<file path="src/rtl/quad_encoder_emulator.sv">
// Quadrature A/B and pushbutton stimulus generator, driven by independent
// valid/ready step and press channels, with a wrapping 4-bit detent position.
//
// state  | meaning
// S_IDLE | step channel ready, A/B resting at 11
// S_PH1  | accepted; first transition issued, then first phase held
// S_PH2  | second quadrature phase held
// S_PH3  | third quadrature phase held
// S_PH4  | back at 11, holding the final phase before returning idle
// P_IDLE | press channel ready, PB high
// P_LOW1 | first (or only) low pulse
// P_GAP  | high gap between the two pulses of a double press
// P_LOW2 | second low pulse of a double press
// P_REL  | released, PB held high before accepting a new press
module quad_encoder_emulator #(
  parameter int PHASE_CYCLES = 1000,
  parameter int SHORT_CYCLES = 5000,
  parameter int LONG_CYCLES  = 50000,
  parameter int GAP_CYCLES   = 5000
) (
  input  logic       clk,
  input  logic       rstn,
  input  logic       step_valid,
  input  logic       step_dir,
  output logic       step_ready,
  input  logic       pb_valid,
  input  logic [1:0] pb_type,
  output logic       pb_ready,
  output logic       A,
  output logic       B,
  output logic       PB,
  output logic [3:0] position,
  output logic       busy
);

  localparam int PB_MAX = (LONG_CYCLES > SHORT_CYCLES)
                        ? ((LONG_CYCLES > GAP_CYCLES) ? LONG_CYCLES : GAP_CYCLES)
                        : ((SHORT_CYCLES > GAP_CYCLES) ? SHORT_CYCLES : GAP_CYCLES);
  localparam int SW = $clog2(PHASE_CYCLES) + 1;
  localparam int PW = $clog2(PB_MAX) + 1;

  localparam logic [SW-1:0] PH_FULL  = SW'(PHASE_CYCLES);
  localparam logic [SW-1:0] PH_LD    = SW'(PHASE_CYCLES - 1);
  localparam logic [PW-1:0] SHORT_LD = PW'(SHORT_CYCLES - 1);
  localparam logic [PW-1:0] LONG_LD  = PW'(LONG_CYCLES - 1);
  localparam logic [PW-1:0] GAP_LD   = PW'(GAP_CYCLES - 1);
  localparam logic [PW-1:0] REL_LD   = PW'(GAP_CYCLES);

  typedef enum logic [2:0] {S_IDLE, S_PH1, S_PH2, S_PH3, S_PH4} step_state_e;
  typedef enum logic [2:0] {P_IDLE, P_LOW1, P_GAP, P_LOW2, P_REL} pb_state_e;

  step_state_e   step_state_q, step_state_d;
  logic [SW-1:0] step_cnt_q, step_cnt_d;
  logic          dir_q, dir_d;
  logic          a_q, a_d, b_q, b_d;
  logic [3:0]    pos_q, pos_d;
  logic          odd_edge, even_edge;

  pb_state_e     pb_state_q, pb_state_d;
  logic [PW-1:0] pb_cnt_q, pb_cnt_d;
  logic [1:0]    type_q, type_d;
  logic          pb_q, pb_d;

  always_ff @(posedge clk or negedge rstn) begin
    if (!rstn) begin
      step_state_q <= S_IDLE;
      step_cnt_q   <= '0;
      dir_q        <= 1'b0;
      a_q          <= 1'b1;
      b_q          <= 1'b1;
      pos_q        <= 4'd0;
      pb_state_q   <= P_IDLE;
      pb_cnt_q     <= '0;
      type_q       <= 2'b00;
      pb_q         <= 1'b1;
    end else begin
      step_state_q <= step_state_d;
      step_cnt_q   <= step_cnt_d;
      dir_q        <= dir_d;
      a_q          <= a_d;
      b_q          <= b_d;
      pos_q        <= pos_d;
      pb_state_q   <= pb_state_d;
      pb_cnt_q     <= pb_cnt_d;
      type_q       <= type_d;
      pb_q         <= pb_d;
    end
  end

  // S_PH1 starts one count above a full phase so the first transition lands
  // one edge after accept; later transitions fire as each phase expires.
  always_comb begin
    step_state_d = step_state_q;
    step_cnt_d   = step_cnt_q;
    dir_d        = dir_q;
    odd_edge     = 1'b0;
    even_edge    = 1'b0;
    case (step_state_q)
      S_IDLE: if (step_valid) begin
        step_state_d = S_PH1;
        step_cnt_d   = PH_FULL;
        dir_d        = step_dir;
      end
      S_PH1: if (step_cnt_q == PH_FULL) begin
        odd_edge   = 1'b1;
        step_cnt_d = step_cnt_q - 1'b1;
      end else if (step_cnt_q == '0) begin
        even_edge    = 1'b1;
        step_state_d = S_PH2;
        step_cnt_d   = PH_LD;
      end else begin
        step_cnt_d = step_cnt_q - 1'b1;
      end
      S_PH2: if (step_cnt_q == '0) begin
        odd_edge     = 1'b1;
        step_state_d = S_PH3;
        step_cnt_d   = PH_LD;
      end else begin
        step_cnt_d = step_cnt_q - 1'b1;
      end
      S_PH3: if (step_cnt_q == '0) begin
        even_edge    = 1'b1;
        step_state_d = S_PH4;
        step_cnt_d   = PH_LD;
      end else begin
        step_cnt_d = step_cnt_q - 1'b1;
      end
      S_PH4: if (step_cnt_q == '0) begin
        step_state_d = S_IDLE;
      end else begin
        step_cnt_d = step_cnt_q - 1'b1;
      end
      default: step_state_d = S_IDLE;
    endcase
  end

  // CW toggles A on odd transitions and B on even ones; CCW is the mirror.
  always_comb begin
    a_d   = a_q;
    b_d   = b_q;
    pos_d = pos_q;
    if (odd_edge) begin
      if (dir_q) a_d = ~a_q;
      else       b_d = ~b_q;
    end
    if (even_edge) begin
      if (dir_q) b_d = ~b_q;
      else       a_d = ~a_q;
    end
    if (even_edge && step_state_q == S_PH3)
      pos_d = dir_q ? pos_q + 4'd1 : pos_q - 4'd1;
  end

  // PB is registered from the current state, so it trails the FSM by one
  // edge; REL loads a full GAP count to keep ready aligned with PB.
  always_comb begin
    pb_state_d = pb_state_q;
    pb_cnt_d   = pb_cnt_q;
    type_d     = type_q;
    pb_d       = !(pb_state_q == P_LOW1 || pb_state_q == P_LOW2);
    case (pb_state_q)
      P_IDLE: if (pb_valid) begin
        pb_state_d = P_LOW1;
        type_d     = pb_type;
        pb_cnt_d   = (pb_type == 2'b01) ? LONG_LD : SHORT_LD;
      end
      P_LOW1: if (pb_cnt_q == '0) begin
        if (type_q == 2'b10) begin
          pb_state_d = P_GAP;
          pb_cnt_d   = GAP_LD;
        end else begin
          pb_state_d = P_REL;
          pb_cnt_d   = REL_LD;
        end
      end else begin
        pb_cnt_d = pb_cnt_q - 1'b1;
      end
      P_GAP: if (pb_cnt_q == '0) begin
        pb_state_d = P_LOW2;
        pb_cnt_d   = SHORT_LD;
      end else begin
        pb_cnt_d = pb_cnt_q - 1'b1;
      end
      P_LOW2: if (pb_cnt_q == '0) begin
        pb_state_d = P_REL;
        pb_cnt_d   = REL_LD;
      end else begin
        pb_cnt_d = pb_cnt_q - 1'b1;
      end
      P_REL: if (pb_cnt_q == '0) begin
        pb_state_d = P_IDLE;
      end else begin
        pb_cnt_d = pb_cnt_q - 1'b1;
      end
      default: pb_state_d = P_IDLE;
    endcase
  end

  assign A          = a_q;
  assign B          = b_q;
  assign PB         = pb_q;
  assign position   = pos_q;
  assign step_ready = (step_state_q == S_IDLE);
  assign pb_ready   = (pb_state_q == P_IDLE);
  assign busy       = !step_ready || !pb_ready;

endmodule

</file>
<file path="config.mk">
export PLATFORM = sky130hd
export DESIGN_NAME = quad_encoder_emulator
export DESIGN_NICKNAME = d
export VERILOG_FILES = /design/src/rtl/quad_encoder_emulator.sv
export SDC_FILE = /design/constraint.sdc
export NUM_CORES = 1
export LEC_CHECK = 0
export ABC_AREA = 1
export CELL_PAD_IN_SITES_DETAIL_PLACEMENT = 2
export CELL_PAD_IN_SITES_GLOBAL_PLACEMENT = 2
export CORE_MARGIN = 2
export CORE_UTILIZATION = 34
export CTS_CLUSTER_DIAMETER = 50
export DETAILED_ROUTE_END_ITERATION = 12
export GPL_ROUTABILITY_DRIVEN = 0
export GPL_TIMING_DRIVEN = 0
export PLACE_DENSITY = 0.84
export SLEW_MARGIN = 5
export SYNTH_ARGS = -nofsm -noshare
export SYNTH_HDL_FRONTEND = slang
export SYNTH_SLANG_ARGS = --single-unit
</file>
<file path="constraint.sdc">
create_clock -name clk -period 2.37 [get_ports clk]
set_input_delay 0.474 -clock clk [delete_from_list [all_inputs] [get_ports clk]]
set_output_delay 0.474 -clock clk [all_outputs]
set_load 0.01 [all_outputs]
</file>
# Word-level counts from Yosys, hierarchy flattened
# Cells that the tools add are included.
# Widths: inputs -> output; s select.
[totals]
reg_bits = 44
output_inout_bits = 10
word_cells = 100
[op_classes]
n_addsub = 4
n_eq_ne = 24
n_mux = 41
n_bitwise = 2
n_reduce_logical = 19
[ops]
columns = ["operator", "count"]
rows = [
  ["$mux 17", 5],
  ["$pmux 17 s5", 1],
  ["$mux 11", 4],
  ["$pmux 11 s4", 1],
  ["$mux 3", 12],
  ["$pmux 3 s5", 2],
  ["$ne 2x2->1 const B", 11],
  ["$logic_not 17->1", 1],
  ["$sub 17x1->17 const B", 1],
  ["$mux 16", 1],
  ["$eq 3x2->1 const B", 4],
  ["$eq 11x10->1 const B", 1],
  ["$logic_not 11->1", 1],
  ["$mux 1", 11],
  ["$sub 11x1->11 const B", 1],
  ["$mux 4", 2],
  ["$eq 3x1->1 const B", 2],
  ["$eq 3x3->1 const B", 2],
  ["$logic_not 3->1", 2],
  ["$reduce_and 3->1", 2],
  ["$reduce_and 6->1", 1],
  ["$reduce_and 5->1", 1],
  ["$reduce_bool 5->1", 1],
  ["$add 4x1->4 const B", 1],
  ["other kinds (12)", 19],
]

# Longest topological paths before layout
# Gate-level depths: netlist (run 1).
[logic_depth]
ltp_word = 6
ltp_mapped = 12
ltp_nobuf = 11

# Worst setup path after synthesis (run 1)
# Ideal clock, no wire load.
[synth_path]
path_kind = "reg2reg"
from = "register pb_cnt_q[0]"
to = "register pb_cnt_q[2]"
t_arrival_ns = 1.563
setup_slack_ns = 0.694
path_stages_with_launch = 13
n_path_buf = 1
period_less_slack_ns = 1.676
path_cell_list = "dfrtp_1 > inv_1 > ha_1 > nand2_4 > nor2_8 > nand3_4 > nor2_4 > nand2_2 > nand2_4 > buf_6 > nand2_1 > nand2_1 > inv_1"
[synth_between]
elab_chain_len = 3
[synth_lines]
columns = ["item", "line_no", "rtl"]
rows = [
  ["from (decl)", "60", "logic [PW-1:0] pb_cnt_q, pb_cnt_d;"],
  ["from (signal assigned)", "84", "pb_cnt_q <= pb_cnt_d;"],
  ["$sub 17x1->17 or $logic_not 17->1 (tied branches)", "-", ""],
  ["$mux 17, or another cell as far along", "190", "P_REL: if (pb_cnt_q == '0) begin"],
  ["$pmux 17 s5 or $reduce_and 3->1 (tied branches)", "-", ""],
]
# Parallel ways exist; a longest one is shown, timed or not. The select of a mux whose other input is x is not followed.
# A chain may end at the register's enable or synchronous reset.

# Final worst setup path (run 1)
[layout_path]
from = "register pb_state_q[0]"
to = "output pb_ready"
[layout_between]
elab_chain_len = 1
[layout_lines]
columns = ["item", "line_no", "rtl"]
rows = [
  ["from (decl)", "59", "pb_state_e pb_state_q, pb_state_d;"],
  ["from (signal assigned)", "83", "pb_state_q <= pb_state_d;"],
  ["$logic_not 3->1", "204", "assign pb_ready = (pb_state_q == P_IDLE);"],
  ["to (decl)", "28", "output logic pb_ready,"],
]
# Every way passes these cells.

==> out/summary.txt, run 1 <==
outcome: complete, no violations
CTS tree: built
DR pass1 iterations: 4
layout cell share with drive strength beyond 1: 0.0824
first-pass GRT wire length: 15,800 um
worst hold slack: 0.0519 ns
total routed wirelength: 9050 um
post_cts resized: 0
DR WL/cell: 15.9 um
Pwr Total: 1.40 mW
Layout area overhead: 14.6%
# Post-CTS Setup Buffers: 0
delay-heaviest family, CP: buffers and inverters
Finish-stage setup viols: 0
placed insts: 561
count of cell types in the netlist: 35
Die Y: 97.7 um
final setup margin: 0.111 ns
post-DP HPWL: 7060 um
fin nets: 473
top-count cell post-synth: nand2_1
GRT Total Usage: 0.202
post-synthesis cell area: 0.00299 mm2
Non-Filler Instances: 569
FF-to-FF path depth: 9
f_max: 443 MHz
crit end category: output port
relative slew slack: 0.645
worst-margin pin slew: 0.529 ns
std cell rows: 34
maxcap violations: 0
Post-synth EDFFs: 0
Final min period: 2.26 ns
Mapped Cells: 436
critical path type: flip-flop to output port
DRT antenna net count: 0
peak supply drop: 0.194 mV
vias in the first global route: 3,221
area leader, netlist: dfrtp_1
fin. max-slew vios: 0
Avg Inst Size Synth: 6.85 um2
Final period util: 0.953
skew final: 0.00351 ns
H-tree depth: 2
Mapped Nets: 449
via-per-instance ratio: 5.02
Hold Buf Count CTS: 0
CP startpoint kind: flip-flop
CP max stage delay: 0.56 ns
# diodes: 0
die width: 97.7 um
Crit path depth: 4
Reg clk slew, reported paths: 0.09 ns
CP max FO: 5
CP Data Arrival Time: 1.78 ns
Pleak: 1.83 nW
root buf cell: clkbuf_8
port buffer count: 16
Critical Path RT: 1.90 ns
Syn. warnings: 0
fill count: 1,055
Synth Flop Type: dfrtp_1
Clk Latency, worst-skew pair: 0.31 ns
IO Pins: 17
initial antenna violation count: 0
largest net degree at the start of global routing: 34
Area contributors post-synth: dfrtp_1 34%, nand2_1 15%, inv_1 8.5%
RSZ-0062 raised after global routing: no
routed vias: 2,855
final hold viol count: 0
cell chain of the critical path: inv_1 -> nand2_1 -> nor2_4 -> clkdlybuf4s50_1
FFs w/ async S/R, synth: 1.00
Bufs and invs on worst path: 2
cts bufs inserted: 5
Die Area: 0.00955 mm2
Slowest cell on crit path: clkdlybuf4s50_1
core area: 0.00864 mm2
pre-CTS setup slack: 0.344 ns
gr ovfl total: 0
Starting Density: 0.346
post-layout util: 0.396
top cells by count, synth: 123 x nand2_1, 68 x inv_1, 57 x nor2_1
DRC: 0
sequential fraction of the synthesis area: 0.370
Sink Count: 44
Yosys reg bits: 44
Yosys top cell area share: 0.343
class of the worst hold path: primary input to async pin
clock buffer depth: 2
DR iter-0 viols: 68
Cell Pwr Density: 408 mW/mm2
==> power by group <==
part           switching [mW]  internal (mW)  leakage [nW]  total [mW]
clock                   0.298          0.318        0.0548       0.616
sequential                  0          0.750         0.507       0.750
combinational          0.0194         0.0116          1.27      0.0309
==> flip-flops by register name (all words and copies together), names as in the netlist <==
| signal | cells |
|---|---|
| step_state_q | 3 |
| type_q | 2 |
| B | 1 |
| A | 1 |
| PB | 1 |
| dir_q | 1 |
| position | 4 |
| pb_cnt_q | 17 |
| step_cnt_q | 11 |
| pb_state_q | 3 |
==> cell usage in the layout, fill, tap and decap left out, types with 2 or more instances in the layout <==
cell,count
nand2_2,5
dfstp_2,3
nor2_2,3
clkdlybuf4s50_1,15
xnor2_1,6
o211ai_1,2
buf_2,2
dfrtp_1,41
nand3_1,30
nor3b_1,2
nand4_1,7
nand2_4,2
clkbuf_8,5
nor2_4,4
xor2_1,12
ha_1,5
o21ai_1,2
or2_2,2
o22ai_1,2
nand3b_1,2
nor3_1,5
o21ai_0,21
nor2_1,57
a21oi_1,17
inv_1,68
inv_2,4
nand2_1,123
==> layer usage <==
metal	routed length [um]	track usage	vias to the layer above	part of all wire
met5	0	0	-	0
met3	197	0.0236	6	0.022
met4	75	0.0385	0	0.0083
met2	4490	0.357	27	0.50
met1	4290	0.271	1414	0.47
li1	-	-	1408	-
==> path summary, 6_finish.rpt <==
path                                      startpoint                   endpoint  slack [ns]
setup reg to reg             pb_cnt_q[0]$_DFFE_PN0P_  pb_state_q[1]$_DFFE_PN0P_        0.33
max in group asynchronous                       rstn                A$_DFF_PN1_        1.76
setup / recovery           pb_state_q[0]$_DFFE_PN0P_                   pb_ready        0.11
hold / removal                                  rstn   pb_cnt_q[16]$_DFFE_PN0P_        0.05
min in group clk             position[3]$_DFFE_PN0P_    position[3]$_DFFE_PN0P_        0.49
hold reg to reg              position[3]$_DFFE_PN0P_    position[3]$_DFFE_PN0P_        0.49
==> area by class of cell <==
| cell class | instances | area [um2] | area share |
|---|---|---|---|
| multi-input combinational | 317 | 1600 | 0.468 |
| sequential | 44 | 1100 | 0.323 |
| inverter | 72 | 270 | 0.0789 |
| timing repair buffer | 17 | 175 | 0.0512 |
| tap | 108 | 135 | 0.0395 |
| clock buffer | 5 | 68.8 | 0.0201 |
| clock inverter | 3 | 46.3 | 0.0135 |
| buffer | 3 | 20.0 | 0.00585 |
==> cell families after synthesis <==
logic type / synth area share
xor gates and xnor gates: 0.0528
buffers and inverters: 0.0971
and+or+nand+nor: 0.368
DFF: 0.370
adders and majority gates: 0.0276
AOI/OAI and AO/OA: 0.0812
muxes: 0.00377
==> metrics by stage <==
| stage | area (um2) | setup TNS, ns |
|---|---|---|
| global placement | 3280 | -24.35 |
| detailed placement | 3300 | 0 |
| finish | 3420 | 0 |
| floorplan | 2990 | 0 |
| global route | 3420 | 0 |
| CTS | 3410 | 0 |
Note: power is estimated with default switching activity, not from simulation.
==> inputs of run 2 (changes only) <==
- HOLD_SLACK_MARGIN: default -> 0.12
==> out/summary.txt, run 2 (synthesis results as in run 1) <==
R2R Path End: pb_state_q[1]$_DFFE_PN0P_
layer with the highest usage: met2
first-pass GRT wire length: 15,800 um
flop2flop setup slack: 0.33 ns
class of the worst hold path: flip-flop to flip-flop
largest net degree at the start of global routing: 34
cts bufs inserted: 5
routed vias: 2,859
maxcap violations: 0
Pleak: 1.84 nW
grt met3 use: 0.0236
Finish-stage setup viols: 0
IO Pins: 17
fin nets: 474
CTS tree: built
via-per-instance ratio: 5.02
worst-margin pin slew: 0.529 ns
# Post-CTS Setup Buffers: 0
initial antenna violation count: 0
met1 Use GR: 0.271
die width: 97.7 um
reg2reg start: pb_cnt_q[0]$_DFFE_PN0P_
clock buffer depth: 2
Pwr Total: 1.40 mW
most frequent cells in the layout: 123 x nand2_1, 68 x inv_1, 57 x nor2_1
FF-to-FF path depth: 9
met2 GRT Util: 0.357
Biggest register: pb_cnt_q
DRC: 0
post-DP HPWL: 7060 um
relative slew slack: 0.645
worst hold path cell count: 1
GRT Total Usage: 0.202
Reg clk slew, reported paths: 0.10 ns
Die Y: 97.7 um
Largest register FFs: 17
total routed wirelength: 9070 um
DP Area: 0.00330 mm2
fin. max-slew vios: 0
Layout area overhead: 14.9%
root buf cell: clkbuf_8
Hold Crit Start: position[3]$_DFFE_PN0P_
std cell rows: 34
final hold viol count: 0
critical path type: flip-flop to output port
final setup margin: 0.111 ns
Clk Latency, worst-skew pair: 0.31 ns
CP startpoint kind: flip-flop
Final period util: 0.953
DR iter-0 viols: 75
worst hold slack: 0.486 ns
fill count: 1,054
gr ovfl total: 0
peak supply drop: 0.194 mV
f_max: 443 MHz
Min-Delay Endpoint: position[3]$_DFFE_PN0P_
layout cell share with drive strength beyond 1: 0.0823
H-tree depth: 2
Sink Count: 44
outcome: complete, no violations
Final min period: 2.26 ns
Starting Density: 0.346
skew final: 0.00660 ns
port buffer count: 16
DRT antenna net count: 0
CP Data Arrival Time: 1.78 ns
Finished Cell Area: 0.00343 mm2
CP max FO: 5
Die Area: 0.00955 mm2
Cell Pwr Density: 408 mW/mm2
core area: 0.00864 mm2
DR pass1 iterations: 4
total negative slack: 0 ns
vias in the first global route: 3,221
pre-CTS setup slack: 0.344 ns
DR WL/cell: 15.9 um
most common cell after layout, fill and taps aside: nand2_1
crit end category: output port
RSZ-0062 raised after global routing: no
# diodes: 0
Critical Path RT: 1.90 ns
run 2: cell types whose count changed in the layout (fill, tap and decap cells not counted), sizes merged:
cell,change
dlygate4sd3,+1
run 2: how the worst max path moves through the flow:
stage | startpoint | to | slack (ns) | depth (start not counted)
6_report | pb_state_q[0]$_DFFE_PN0P_ | pb_ready | 0.11 | 4
4_1_cts | pb_state_q[0]$_DFFE_PN0P_ | pb_ready | 0.005 | 4
2_1_floorplan | pb_cnt_q[0]$_DFFE_PN0P_ | pb_cnt_q[2]$_DFFE_PN0P_ | 0.69 | 12
3_3_place_gp | rstn | step_cnt_q[6]$_DFFE_PN0P_ | -0.59 | 1
3_5_place_dp | pb_cnt_q[0]$_DFFE_PN0P_ | pb_cnt_q[1]$_DFFE_PN0P_ | 0.34 | 12
5_1_grt | pb_state_q[0]$_DFFE_PN0P_ | busy | 0.01 | 5
run 2: power by group:
part           switching [mW]  internal, mW
clock network           0.301         0.318
logic                  0.0195        0.0126
registers                   0         0.750
run 2: worst max-delay path: stages, from the launching register on:
cell             delay, ns
dfrtp_1               0.44
inv_1                 0.13
nand2_1               0.15
nor2_4                0.20
clkdlybuf4s50_1       0.56
run 2: stage by stage:
stage               utilization  cells
CTS                       0.396    570
global route              0.398    570
global placement          0.380    560
floorplan                     -    436
finish                    0.398    570
detailed placement        0.382    561
run 2: final cells by class:
type	instances	area, um2	area share
timing repair buffer	18	185	0.0539
clock buffer	5	68.8	0.0200
tap	108	135	0.0394
buffer	3	20.0	0.00583
sequential	44	1100	0.322
inverter	72	270	0.0787
multi-input combinational	317	1600	0.467
clock inverter	3	46.3	0.0135
run 2: metal layers:
layer	up-vias	wire (um)
met2	23	4490
li1	1410	-
met5	-	0
met4	0	75
met3	6	171
met1	1420	4330
run 2: repair_timing:
action / in CTS / in global routing
setup endpoints to repair: 0 / 2
gates resized for setup: 0 / 2
hold buffers: 1 / 0
endpoints found under the hold margin: 10 / 0
==> inputs of run 3 (changes only) <==
- HOLD_SLACK_MARGIN: 0.12 -> 0.05
- SLEW_MARGIN: 5 -> 15
==> out/summary.txt, run 3 (synthesis results as in run 1) <==
CP Data Arrival Time: 1.81 ns
met2 GRT Util: 0.334
cell chain of the critical path: inv_2 -> nand2_1 -> nor2_2 -> clkdlybuf4s50_1
H-tree depth: 2
root buf cell: clkbuf_8
final hold viol count: 0
Int Pwr: 1.08 mW
critical path type: flip-flop to output port
Sw Share: 0.226
R2R Path End: pb_cnt_q[11]$_DFFE_PN0P_
crit end category: output port
std cell rows: 34
Largest register FFs: 17
routed vias: 2,857
maxcap violations: 0
most common cell after layout, fill and taps aside: nand2_1
Seq pwr share: 0.537
RSZ-0062 raised after global routing: no
Hold Buf Count CTS: 0
post-DP HPWL: 7140 um
cts bufs inserted: 5
Starting Density: 0.346
CP startpoint kind: flip-flop
IO Pins: 17
met1 Use GR: 0.269
peak supply drop: 0.195 mV
Clk Latency, worst-skew pair: 0.31 ns
Pleak: 1.83 nW
grt met3 use: 0.0215
Die Y: 97.7 um
outcome: complete, no violations
clock buffer depth: 2
port buffer count: 16
vias in the first global route: 3,146
worst-margin pin slew: 0.521 ns
Slowest cell on crit path: clkdlybuf4s50_1
first-pass GRT wire length: 15,300 um
FF-to-FF path depth: 10
Critical Path RT: 1.90 ns
layout cell share with drive strength beyond 1: 0.0824
Sink Count: 44
fin nets: 473
DR iter-0 viols: 65
combinational share of power: 0.022
Final period util: 0.963
placed insts: 561
DRT antenna net count: 0
core area: 0.00864 mm2
DR WL/cell: 15.6 um
Finished Cell Area: 0.00342 mm2
largest net degree at the start of global routing: 32
Cell Pwr Density: 408 mW/mm2
Reg clk slew, reported paths: 0.09 ns
via-per-instance ratio: 5.02
layer with the highest usage: met2
Finish-stage setup viols: 0
CP max FO: 6
skew final: 0.00358 ns
CTS tree: built
flop2flop setup slack: 0.33 ns
Psw: 0.316 mW
total routed wirelength: 8870 um
Layout area overhead: 14.4%
DP Area: 0.00330 mm2
DR pass1 iterations: 4
DRC: 0
CP max stage delay: 0.60 ns
# diodes: 0
fill count: 1,055
Non-Filler Instances: 569
class of the worst hold path: primary input to async pin
die width: 97.7 um
most frequent cells in the layout: 123 x nand2_1, 68 x inv_1, 57 x nor2_1
relative slew slack: 0.650
Die Area: 0.00955 mm2
initial antenna violation count: 0
clock power share: 0.440
Final min period: 2.28 ns
GRT Total Usage: 0.195
fin. max-slew vios: 0
f_max: 438 MHz
reg2reg start: pb_cnt_q[0]$_DFFE_PN0P_
Biggest register: pb_cnt_q
gr ovfl total: 0
## run 3: cell types whose count changed in the layout (fill, tap and decap cells not counted), sizes merged
cell,change
dlygate4sd3,-1
## run 3: critical path, delay by kind of cell (launching register included)
family,cells,cell delay [ns]
buffers and inverters,2,0.73
and+or+nand+nor,2,0.38
DFF,1,0.40
## run 3: worst max path at each step
stage / start / to / slack, ns / cells past startpoint
after detailed placement: pb_valid / pb_cnt_q[11]$_DFFE_PN0P_ / 0.32 / 8
after global placement: rstn / step_cnt_q[6]$_DFFE_PN0P_ / -0.59 / 1
after CTS: step_state_q[1]$_DFFE_PN0P_ / step_ready / 0.07 / 4
after floorplan: pb_cnt_q[0]$_DFFE_PN0P_ / pb_cnt_q[2]$_DFFE_PN0P_ / 0.69 / 12
after global routing: pb_state_q[2]$_DFFE_PN0P_ / busy / 0.001 / 5
final: pb_state_q[2]$_DFFE_PN0P_ / pb_ready / 0.09 / 4
## run 3: per-stage QoR
stage	power (mW)	hold slack [ns]	TNS [ns]	setup slack [ns]	utilization
floorplan	0.767	0.178	0	0.694	-
global placement	0.794	0.462	-24.35	-0.593	0.380
detailed placement	0.798	0.420	0	0.320	0.382
CTS	1.42	0.0795	0	0.0708	0.395
global route	1.45	0.0902	0	0.00138	0.396
finish	1.40	0.0776	0	0.0887	0.396
## run 3: per-layer routing
| layer | vias to the layer above | wire, um |
|---|---|---|
| met2 | 17 | 4360 |
| met4 | 0 | 74 |
| li1 | 1408 | - |
| met3 | 6 | 131 |
| met1 | 1426 | 4300 |
| met5 | - | 0 |
## run 3: power groups by stage
stage               clock [mW]  combinational [mW]  sequential, mW
floorplan                    0             0.00147           0.765
global placement             0              0.0292           0.765
detailed placement           0              0.0327           0.765
CTS                      0.640              0.0328           0.750
global route             0.661              0.0353           0.751
finish                   0.614              0.0312           0.750
## run 3: area by class of cell
class / count / area (um2) / share of cell area
inverters: 72 / 270 / 0.0791
well taps: 108 / 135 / 0.0395
plain buffers: 3 / 20.0 / 0.00586
multi-input cells: 317 / 1600 / 0.467
clock buffers: 5 / 68.8 / 0.0201
repair buffers: 17 / 175 / 0.0512
clock inverters: 3 / 46.3 / 0.0135
flip-flops and latches: 44 / 1100 / 0.323
## run 3: repair_timing
action | 4_1_cts | 5_1_grt
resized for setup | 0 | 1
endpoints found under the setup margin | 0 | 2
setup buffers | 0 | 0
